<file path="config.mk">
export PLATFORM = sky130hd
export DESIGN_NAME = uart_rx
export DESIGN_NICKNAME = d
export VERILOG_FILES = /design/src/rtl/uart_pkg.sv /design/src/rtl/uart_baud_timer.sv /design/src/rtl/uart_rx.sv
export SDC_FILE = /design/constraint.sdc
export NUM_CORES = 1
export LEC_CHECK = 0
export ABC_AREA = 1
export CORE_MARGIN = 2
export CORE_UTILIZATION = 50
export DETAILED_ROUTE_END_ITERATION = 12
export PLACE_DENSITY = 0.77
export SKIP_LAST_GASP = 1
export SLEW_MARGIN = 10
export SYNTH_ARGS = -nofsm -noshare
export SYNTH_HDL_FRONTEND = slang
export SYNTH_HIERARCHICAL = 1
export SYNTH_SLANG_ARGS = --single-unit
</file>
<file path="constraint.sdc">
create_clock -name CLK -period 3.2 [get_ports CLK]
set_clock_uncertainty 0.1 [all_clocks]
set_input_delay 0.48 -clock CLK [delete_from_list [all_inputs] [get_ports CLK]]
set_output_delay 0.48 -clock CLK [all_outputs]
set_load 0.05 [all_outputs]
</file>
<file path="src/rtl/uart_pkg.sv">
// ============================================================================
// Module      : uart_pkg
// Description : Shared UART definitions: receiver FSM state encoding and the
//               bit-period helper. The system clock frequency comes from the
//               FCLK macro; the default is 1.8432 MHz (16 x 115200).
// Revision    : 1.0 - initial release
// ============================================================================
`timescale 1ns/1ps
`default_nettype none

`ifndef FCLK
`define FCLK 1843200
`endif

package uart_pkg;

    // Receiver FSM states, explicit 2-bit encoding.
    typedef enum logic [1:0] {
        IDLE  = 2'd0,
        START = 2'd1,
        DATA  = 2'd2,
        STOP  = 2'd3
    } state_t;

    // Bit period in system clock cycles (integer division, truncating).
    function automatic int unsigned ticks_per_bit(input int unsigned bauds);
        return `FCLK / bauds;
    endfunction

endpackage

`default_nettype wire

</file>
<file path="src/rtl/uart_baud_timer.sv">
// ============================================================================
// Module      : uart_baud_timer
// Description : Loadable down-counter with zero flag. Holds at zero until it
//               is reloaded; the load value is the number of cycles to wait
//               minus one. Shared between the UART receiver and transmitter.
// Revision    : 1.0 - initial release
// ============================================================================
`timescale 1ns/1ps
`default_nettype none

module uart_baud_timer #(
    parameter int CNT_W = 16
) (
    input  logic             clk,
    input  logic             rst_n,
    input  logic             load,
    input  logic [CNT_W-1:0] load_value,
    output logic             zero
);

    logic [CNT_W-1:0] count;

    // Reload on request, otherwise count down and rest at zero.
    always_ff @(posedge clk) begin
        if (!rst_n) begin
            count <= '0;
        end else if (load) begin
            count <= load_value;
        end else if (count != '0) begin
            count <= count - 1'b1;
        end
    end

    assign zero = (count == '0);

endmodule

`default_nettype wire

</file>
<file path="src/rtl/uart_rx.sv">
// ============================================================================
// Module      : uart_rx
// Description : UART receiver. Frame = 1 start bit (0), W data bits LSB first,
//               Wstop stop bits (1). The line is sampled at mid-bit; a good
//               frame updates OUT with a one-cycle VALID strobe, a stop bit
//               sampled low gives a one-cycle FERR strobe and leaves OUT as is.
//               Optional macro UART_RX_SYNC_EN inserts a 2-flop synchronizer
//               on RX (adds 2 cycles of latency to every timing).
// Revision    : 1.0 - initial release
// ============================================================================
`timescale 1ns/1ps
`default_nettype none

module uart_rx
    import uart_pkg::*;
#(
    parameter int Bauds = 115200,
    parameter int W     = 8,
    parameter int Wstop = 1
) (
    input  logic         CLK,
    input  logic         RST_N,
    input  logic         RX,
    output logic [W-1:0] OUT,
    output logic         VALID,
    output logic         FERR
);

    localparam int unsigned NTICKS = ticks_per_bit(Bauds);
    localparam int          CNT_W  = $bits(NTICKS);
    localparam int          IDX_W  = $bits(W + Wstop);

    // Half period lands the first sample in the middle of the start bit,
    // full period steps from one mid-bit to the next.
    localparam logic [CNT_W-1:0] HALF_LOAD = CNT_W'(NTICKS / 2 - 1);
    localparam logic [CNT_W-1:0] FULL_LOAD = CNT_W'(NTICKS - 1);
    localparam logic [IDX_W-1:0] LAST_DATA = IDX_W'(W - 1);
    localparam logic [IDX_W-1:0] LAST_STOP = IDX_W'(Wstop - 1);

    logic             rx_s;
    state_t           state;
    state_t           next_state;
    logic [IDX_W-1:0] idx;
    logic [W-1:0]     shreg;
    logic             err;
    logic             wait_high;
    logic             tick;
    logic             start_det;
    logic             tmr_load;
    logic [CNT_W-1:0] tmr_value;
    logic             go_data;
    logic             shift_en;
    logic             stop_en;
    logic             frame_end;

`ifdef UART_RX_SYNC_EN
    logic [1:0] sync;

    // Two-flop synchronizer; resets to the idle line level.
    always_ff @(posedge CLK) begin
        if (!RST_N) begin
            sync <= 2'b11;
        end else begin
            sync <= {sync[0], RX};
        end
    end

    assign rx_s = sync[1];
`else
    assign rx_s = RX;
`endif

    uart_baud_timer #(
        .CNT_W (CNT_W)
    ) u_timer (
        .clk        (CLK),
        .rst_n      (RST_N),
        .load       (tmr_load),
        .load_value (tmr_value),
        .zero       (tick)
    );

    // A low line only counts as a start edge once it has been seen high
    // after a frame that ended with the line low (break condition).
    assign start_det = (state == IDLE) && !rx_s && !wait_high;

    // State register.
    always_ff @(posedge CLK) begin
        if (!RST_N) begin
            state <= IDLE;
        end else begin
            state <= next_state;
        end
    end

    // Next-state decode.
    always_comb begin
        next_state = state;
        case (state)
            IDLE:    if (start_det) next_state = START;
            START:   if (tick) next_state = rx_s ? IDLE : DATA;
            DATA:    if (tick && (idx == LAST_DATA)) next_state = STOP;
            STOP:    if (tick && (idx == LAST_STOP)) next_state = IDLE;
            default: next_state = IDLE;
        endcase
    end

    // Per-state control: timer reloads and sample enables.
    always_comb begin
        tmr_load  = 1'b0;
        tmr_value = FULL_LOAD;
        go_data   = 1'b0;
        shift_en  = 1'b0;
        stop_en   = 1'b0;
        frame_end = 1'b0;
        case (state)
            IDLE: begin
                if (start_det) begin
                    tmr_load  = 1'b1;
                    tmr_value = HALF_LOAD;
                end
            end
            START: begin
                if (tick && !rx_s) begin
                    go_data  = 1'b1;
                    tmr_load = 1'b1;
                end
            end
            DATA: begin
                if (tick) begin
                    shift_en = 1'b1;
                    tmr_load = 1'b1;
                end
            end
            STOP: begin
                if (tick) begin
                    stop_en   = 1'b1;
                    tmr_load  = 1'b1;
                    frame_end = (idx == LAST_STOP);
                end
            end
            default: ;
        endcase
    end

    // Datapath: bit index, shift register, error flag and output strobes.
    always_ff @(posedge CLK) begin
        if (!RST_N) begin
            idx       <= '0;
            shreg     <= '0;
            err       <= 1'b0;
            wait_high <= 1'b0;
            OUT       <= '0;
            VALID     <= 1'b0;
            FERR      <= 1'b0;
        end else begin
            VALID <= 1'b0;
            FERR  <= 1'b0;

            if ((state == IDLE) && rx_s) begin
                wait_high <= 1'b0;
            end

            if (go_data) begin
                idx <= '0;
                err <= 1'b0;
            end

            if (shift_en) begin
                // LSB arrives first, so shift in from the top.
                shreg <= (shreg >> 1) | (W'(rx_s) << (W - 1));
                idx   <= (idx == LAST_DATA) ? '0 : idx + 1'b1;
            end

            if (stop_en) begin
                if (frame_end) begin
                    idx <= '0;
                    err <= 1'b0;
                    if (err || !rx_s) begin
                        FERR <= 1'b1;
                    end else begin
                        VALID <= 1'b1;
                        OUT   <= shreg;
                    end
                    // Line still low at the last stop sample: treat as break
                    // and hold off until it returns high.
                    wait_high <= !rx_s;
                end else begin
                    idx <= idx + 1'b1;
                    if (!rx_s) begin
                        err <= 1'b1;
                    end
                end
            end
        end
    end

endmodule

`default_nettype wire
</file>
==> metrics.txt, run 1 <==
core outline area=9819 µm²; Multi-input gate area=3094 µm²; Avg WL per Cell=12.05 µm; Area growth, synth to finish=11.19%; Top Ports=13; CP Cell Sequence=inv_1, ha_1, nand2_2, nor2_8, nand2_2, nor2_1, nand2_1, nor2_4, nand4_1, nand2_1, inv_2, nand2_1, clkinvlp_4, buf_4, or2_2, nand3_1, nor2_1; highest clock rate=342.7 MHz; ys async rst share=0%; Starting Density=51.92%; num rows=36; status=finished, final reports clean; Post-Syn Instances=788; most common flop cell mapped by yosys=dfxtp_1; vias post-DR=4812; nature of the critical path endpoint=flip-flop; Leak=0.002321 µW; Die Span Y=105.0 µm; CP Max Fanout=8; FF+latch count, synth=86; worst-margin pin slew=0.6836 ns; crit start category=flip-flop; layout net count=838; FF-to-FF End=u_timer/count[18]$_SDFFE_PN0P_; leading cell type in the layout, fill and taps excluded=nand2_1; period utilisation layout=91.19%; WHS Path Cells=2; Power Density=473.5 nW/µm²; WS Path Type=flip-flop to flip-flop; most frequent cell on the critical path=nand2_1; max_cap viols=0; CTS tree=yes; 1st-pass router iterations=5; WHS=0.3455 ns; Fillers=987; H-tree lvl count=3; share of cells above drive strength 1=9.797%; max incr delay on CP=0.32 ns; first-pass GRT wire length=20.35 mm; hold_buf cts=0; Peak supply drop=243.4 µV; IO Port Bufs=12; wirelength, routed=11.69 mm; Synth Cell Area=5099 µm²; Avg Vias per Cell=4.961; antenna violation net count after detailed routing=0; WP data required=3.34 ns; number of enable flip-flop cells after synthesis=0; relative slew slack=54.38%; beginning of the worst register-to-register path=u_timer/count[0]$_SDFFE_PN0P_; vias in the first global route=4542; Final min period=2.918 ns; Hold Startpoint=OUT[7]$_SDFFE_PN0P_; PnR worst setup slack=0.2820 ns; Min-Delay Endpoint=OUT[7]$_SDFFE_PN0P_; gpl congestion=0.9502; Slowest cell on crit path=dfxtp_1; total clock sinks=86; pin count of the biggest net entering global routing=29; Mean Syn Cell Area=6.470 µm²; Hold Path Class=flip-flop to flip-flop; Worst-path clk slew=0.10 ns; Register Area=1722 µm²; sequential area share after synthesis=33.77%; gr ovfl total=0; Worst R2R Path Depth=17; initial antenna violation count=0; Diodes inserted=0; die width=105.0 µm; HPWL Detailed=8.330 mm; count of final setup violators=0; pre-CTS setup slack=0.1483 ns; total CTS buffers=9; crit path DAT=3.06 ns; Clock Path Buffers=2; Final Max Tran Viols=0; total die area=11020 µm²; 1st-iter DRT viols=236; GRT Total Usage=22.25%; Yosys cell types=40; later-pin clock latency in the skew report=0.37 ns; R2R Setup Slk=0.28 ns; drt drc=0; YS warnings=6; most frequent cells in the layout=nand2_1, nor2_1, dfxtp_1; Hold Fails Final Rpt=0; Root Driver=clkbuf_8
-- synthesized netlist by cell type, types with 5 or more instances --
| master | count | area (µm²) |
|---|---|---|
| nand3b_1 | 6 | 45.04 |
| nand4_1 | 19 | 118.9 |
| nor3_1 | 11 | 55.05 |
| o211ai_1 | 6 | 45.04 |
| xor2_1 | 21 | 183.9 |
| inv_2 | 5 | 18.77 |
| o21ai_0 | 32 | 160.2 |
| nand2_1 | 200 | 750.7 |
| a21oi_1 | 40 | 200.2 |
| clkbuf_1 | 8 | 30.03 |
| xnor2_1 | 10 | 87.58 |
| nand2_2 | 7 | 43.79 |
| inv_1 | 66 | 247.7 |
| buf_6 | 5 | 56.30 |
| or2_2 | 7 | 43.79 |
| dfxtp_1 | 86 | 1722 |
| nor2_2 | 20 | 125.1 |
| nor2_1 | 160 | 600.6 |
| nor2_4 | 5 | 56.30 |
| nand3_1 | 39 | 195.2 |
-- per-layer routing --
| layer | global-route usage, % | part of all wire [%] |
|---|---|---|
| met5 | 0 | 0 |
| met4 | 6.762 | 1.5 |
| met3 | 4.866 | 5.2 |
| met2 | 36.78 | 46 |
| met1 | 28.97 | 48 |
-- registers in the layout, summed over array words and instances (netlist names), named ones only --
name,cells
err,1
shreg,8
OUT,8
u_timer/count,32
state,1
VALID,1
wait_high,1
FERR,1
idx,32
-- worst max-delay path, delay by kind of cell (launching register included) --
kind | cells | cell delay (ns)
buffers and inverters | 4 | 0.55
and+or+nand+nor | 12 | 1.63
adders and majority gates | 1 | 0.19
DFF | 1 | 0.32
-- cell type report --
cell class / instances / share of cell area (%)
clock inverters: 7 / 1.523
repair inverters: 1 / 0.1324
well taps: 133 / 2.935
inverters: 72 / 4.833
multi-input cells: 640 / 54.58
flip-flops and latches: 86 / 30.37
repair buffers: 22 / 3.443
clock buffers: 9 / 2.185
-- per-stage QoR --
step | instances | total power [µW] | util (%) | setup TNS [ns] | cell area, µm²
finish | 970 | 2685 | 57.73 | 0 | 5669
global route | 970 | 2848 | 57.73 | -0.009467 | 5669
CTS | 966 | 2672 | 57.26 | 0 | 5623
detailed placement | 950 | 1859 | 55.12 | 0 | 5413
global placement | 950 | 1855 | 55.12 | 0 | 5413
floorplan | 817 | 1725 | - | 0 | 5207
-- what timing repair did --
item	in CTS	in global routing
setup endpoints to repair	0	17
buffers inserted	0	3
gates resized for setup	0	5
-- worst max-delay path by stage --
stage / startpoint / endpoint / slack (ns) / cells after the start
detailed placement: u_timer/count[0]$_SDFFE_PN0P_ / u_timer/count[31]$_SDFFE_PN0P_ / 0.15 / 18
finish: u_timer/count[0]$_SDFFE_PN0P_ / u_timer/count[18]$_SDFFE_PN0P_ / 0.28 / 17
global route: u_timer/count[0]$_SDFFE_PN0P_ / u_timer/count[21]$_SDFFE_PN0P_ / -0.007 / 17
global placement: u_timer/count[0]$_SDFFE_PN0P_ / u_timer/count[31]$_SDFFE_PN0P_ / 0.27 / 18
floorplan: u_timer/count[0]$_SDFFE_PN0P_ / u_timer/count[14]$_SDFFE_PN0P_ / 0.18 / 20
CTS: u_timer/count[0]$_SDFFE_PN0P_ / u_timer/count[12]$_SDFFE_PN0P_ / 0.13 / 16
-- power breakdown --
part,internal [µW],switching [µW],total [µW]
Clock,379,445,824
Combinational,222,446,668
Sequential,1130,62.7,1190
-- logic make-up after synthesis --
| logic type | after synthesis | share of synthesized area, % |
|---|---|---|
| compound gates | 91 | 9.865 |
| xor+xnor | 31 | 5.325 |
| fa+ha+maj | 3 | 0.7363 |
| buf+inv | 91 | 7.926 |
| flops | 86 | 33.77 |
| mux | 2 | 0.3927 |
| other cells | 2 | 0.1473 |
| simple gates | 482 | 41.84 |
(Power assumes the default switching activity.)
==> inputs of run 2 (changes only) <==
CORE_UTILIZATION = 55   (was 50)
PLACE_DENSITY = 0.83   (was 0.77)
SYNTH_HIERARCHICAL = unset   (was 1)
==> run 2 against run 1 <==
Count of clock-buffer cells in the layout stayed put. Cell area down 7.7%. Critical path depth fell by 6. Total power grew 48%.
==> metrics.txt, run 2 <==
pin count of the biggest net entering global routing=25; nature of the critical path endpoint=flip-flop; Avg Vias per Cell=5.461; crit start category=flip-flop; later-pin clock latency in the skew report=0.36 ns; Flop pwr share=34.2%; total CTS buffers=9; Final Max Tran Viols=0; crit path DAT=2.58 ns; Final min period=2.441 ns; total clock sinks=86; Starting Density=56.09%; Combinational Power Share=45.9%; final total power=3968 µW; Worst-path clk slew=0.09 ns; status=finished, final reports clean; worst-margin pin slew=0.6402 ns; Area contributors post-synth=dfxtp_1, nor2_1, nand2_1, xor2_1, inv_1; Root Driver=clkbuf_8; Clock Path Buffers=2; relative slew slack=57.31%; GRT Total Usage=24.03%; ys async rst share=0%; Hold Path Class=flip-flop to flip-flop; P_sw=1781 µW; hold_buf cts=0; post-synth top area share=35.55%; 1st-pass router iterations=5; FF+latch count, synth=86; Hold Fails Final Rpt=0; Synth top cells by count=nor2_1, nand2_1, dfxtp_1; Yosys top cell by area=dfxtp_1; PnR worst setup slack=0.7590 ns; count of final setup violators=0; WP data required=3.34 ns; Leak=0.002039 µW; Sw Share=44.88%; Peak supply drop=623.3 µV; Avg WL per Cell=13.26 µm; most common flop cell mapped by yosys=dfxtp_1; CP Max Fanout=14; Yosys cell types=39; most frequent cells in the layout=nor2_1, nand2_1, dfxtp_1; Synth Cell Area=4843 µm²; die width=97.84 µm; Area growth, synth to finish=8.060%; vias in the first global route=4231; HPWL Detailed=8.242 mm; Mean Syn Cell Area=6.841 µm²; WS Path Type=flip-flop to flip-flop; Synth Net Count=714; gpl congestion=0.9507; pre-CTS setup slack=0.6471 ns; Top Ports=13; wirelength, routed=11.04 mm; power share of the clock group=19.9%; num rows=34; max_cap viols=0; gr ovfl total=0; largest registers=idx x32, u_timer.count x32; core outline area=8636 µm²; Diodes inserted=0; period utilisation layout=76.28%; Die Span Y=97.84 µm; initial antenna violation count=0; most frequent cell after synthesis=nor2_1; layout net count=727; total die area=9573 µm²; 1st-iter DRT viols=417; Power Density=758.1 nW/µm²; share of cells above drive strength 1=9.241%; highest clock rate=409.7 MHz; RSZ-0062 raised after global routing=no; first-pass GRT wire length=19.35 mm; P_int=2187 µW; Finished Core Util=60.61%; Post-Syn Instances=708; sequential area share after synthesis=35.55%; H-tree lvl count=3; leading cell type in the layout, fill and taps excluded=nor2_1; drt drc=0; antenna violation net count after detailed routing=0; post-cts sizing count=0; vias post-DR=4549; setup TNS=0 ns; number of enable flip-flop cells after synthesis=0; CTS tree=yes; YS warnings=0; postcts setup bufs=0; IO Port Bufs=12
-- run 2: cell count changes after synthesis, moves of 7 or more --
cell      before  now
nand2_1      200  135
o21ai_0       32   13
nor4_1         1   15
nor2_1       160  147
xor2_1        21   32
a211oi_1       1   10
inv_1         66   74
nand4_1       19   11
nor3_1        11   19
or2_2          7    0
-- run 2: final timing paths --
check	start	end	slack [ns]	cells past startpoint
max	u_timer.count[0]$_SDFFE_PN0P_	u_timer.count[21]$_SDFFE_PN0P_	0.76	11
min	OUT[7]$_SDFFE_PN0P_	OUT[7]$_SDFFE_PN0P_	0.39	2
max reg2reg	u_timer.count[0]$_SDFFE_PN0P_	u_timer.count[21]$_SDFFE_PN0P_	0.76	11
min reg2reg	OUT[7]$_SDFFE_PN0P_	OUT[7]$_SDFFE_PN0P_	0.39	2
-- run 2: cell families (layout without fill, tap and decap cells) --
group,Yosys count,count (layout),share of synthesized area (%)
simple gates,408,408,38.80
fa+ha+maj,3,3,0.7751
compound gates,73,73,8.938
buf+inv,94,111,7.982
xor+xnor,44,44,7.957
flops,86,86,35.55
-- run 2: area by class of cell --
type / instances / area, µm²
clock inverter: 6 / 70.07
clock buffer: 9 / 123.9
inverter: 81 / 305.3
sequential: 86 / 1722
timing repair buffer: 15 / 142.6
tap: 108 / 135.1
fill: 773 / 3402
multi-input combinational: 528 / 2735
-- run 2: power groups by stage --
| stage | registers [µW] | logic, µW | clock network [µW] |
|---|---|---|---|
| CTS | 1350 | 1810 | 793 |
| global placement | 1370 | 1750 | 0 |
| global route | 1370 | 2090 | 833 |
| finish | 1360 | 1820 | 788 |
| floorplan | 1350 | 1520 | 0 |
| detailed placement | 1380 | 1800 | 0 |
-- run 2: stage by stage --
step | hold slack, ns | std cells | cell area [µm²]
after global placement | 0.3651 | 818 | 5040
final | 0.3905 | 833 | 5234
after global routing | 0.4046 | 833 | 5234
after detailed placement | 0.3669 | 818 | 5040
after CTS | 0.3856 | 833 | 5234
after floorplan | 0.3475 | 708 | 4843
-- run 2: critical path, stage by stage (launching register included) --
cell and delay [ns]:
dfxtp_1 0.33, inv_1 0.07, ha_1 0.20, nand2_2 0.13
nor2_8 0.19, nand2_4 0.08, nor2_8 0.22, nand2_4 0.12
nand2_1 0.36, nor2_1 0.16, inv_2 0.25, nor2_1 0.09
-- run 2: per-layer routing --
layer  share of wire (%)  wire (µm)  global-route usage, %
met3                 5.1        558                  3.293
met5                   0          0                      0
met2                  47       5210                  39.83
met4                 1.9        212                  7.692
met1                  46       5061                  32.54
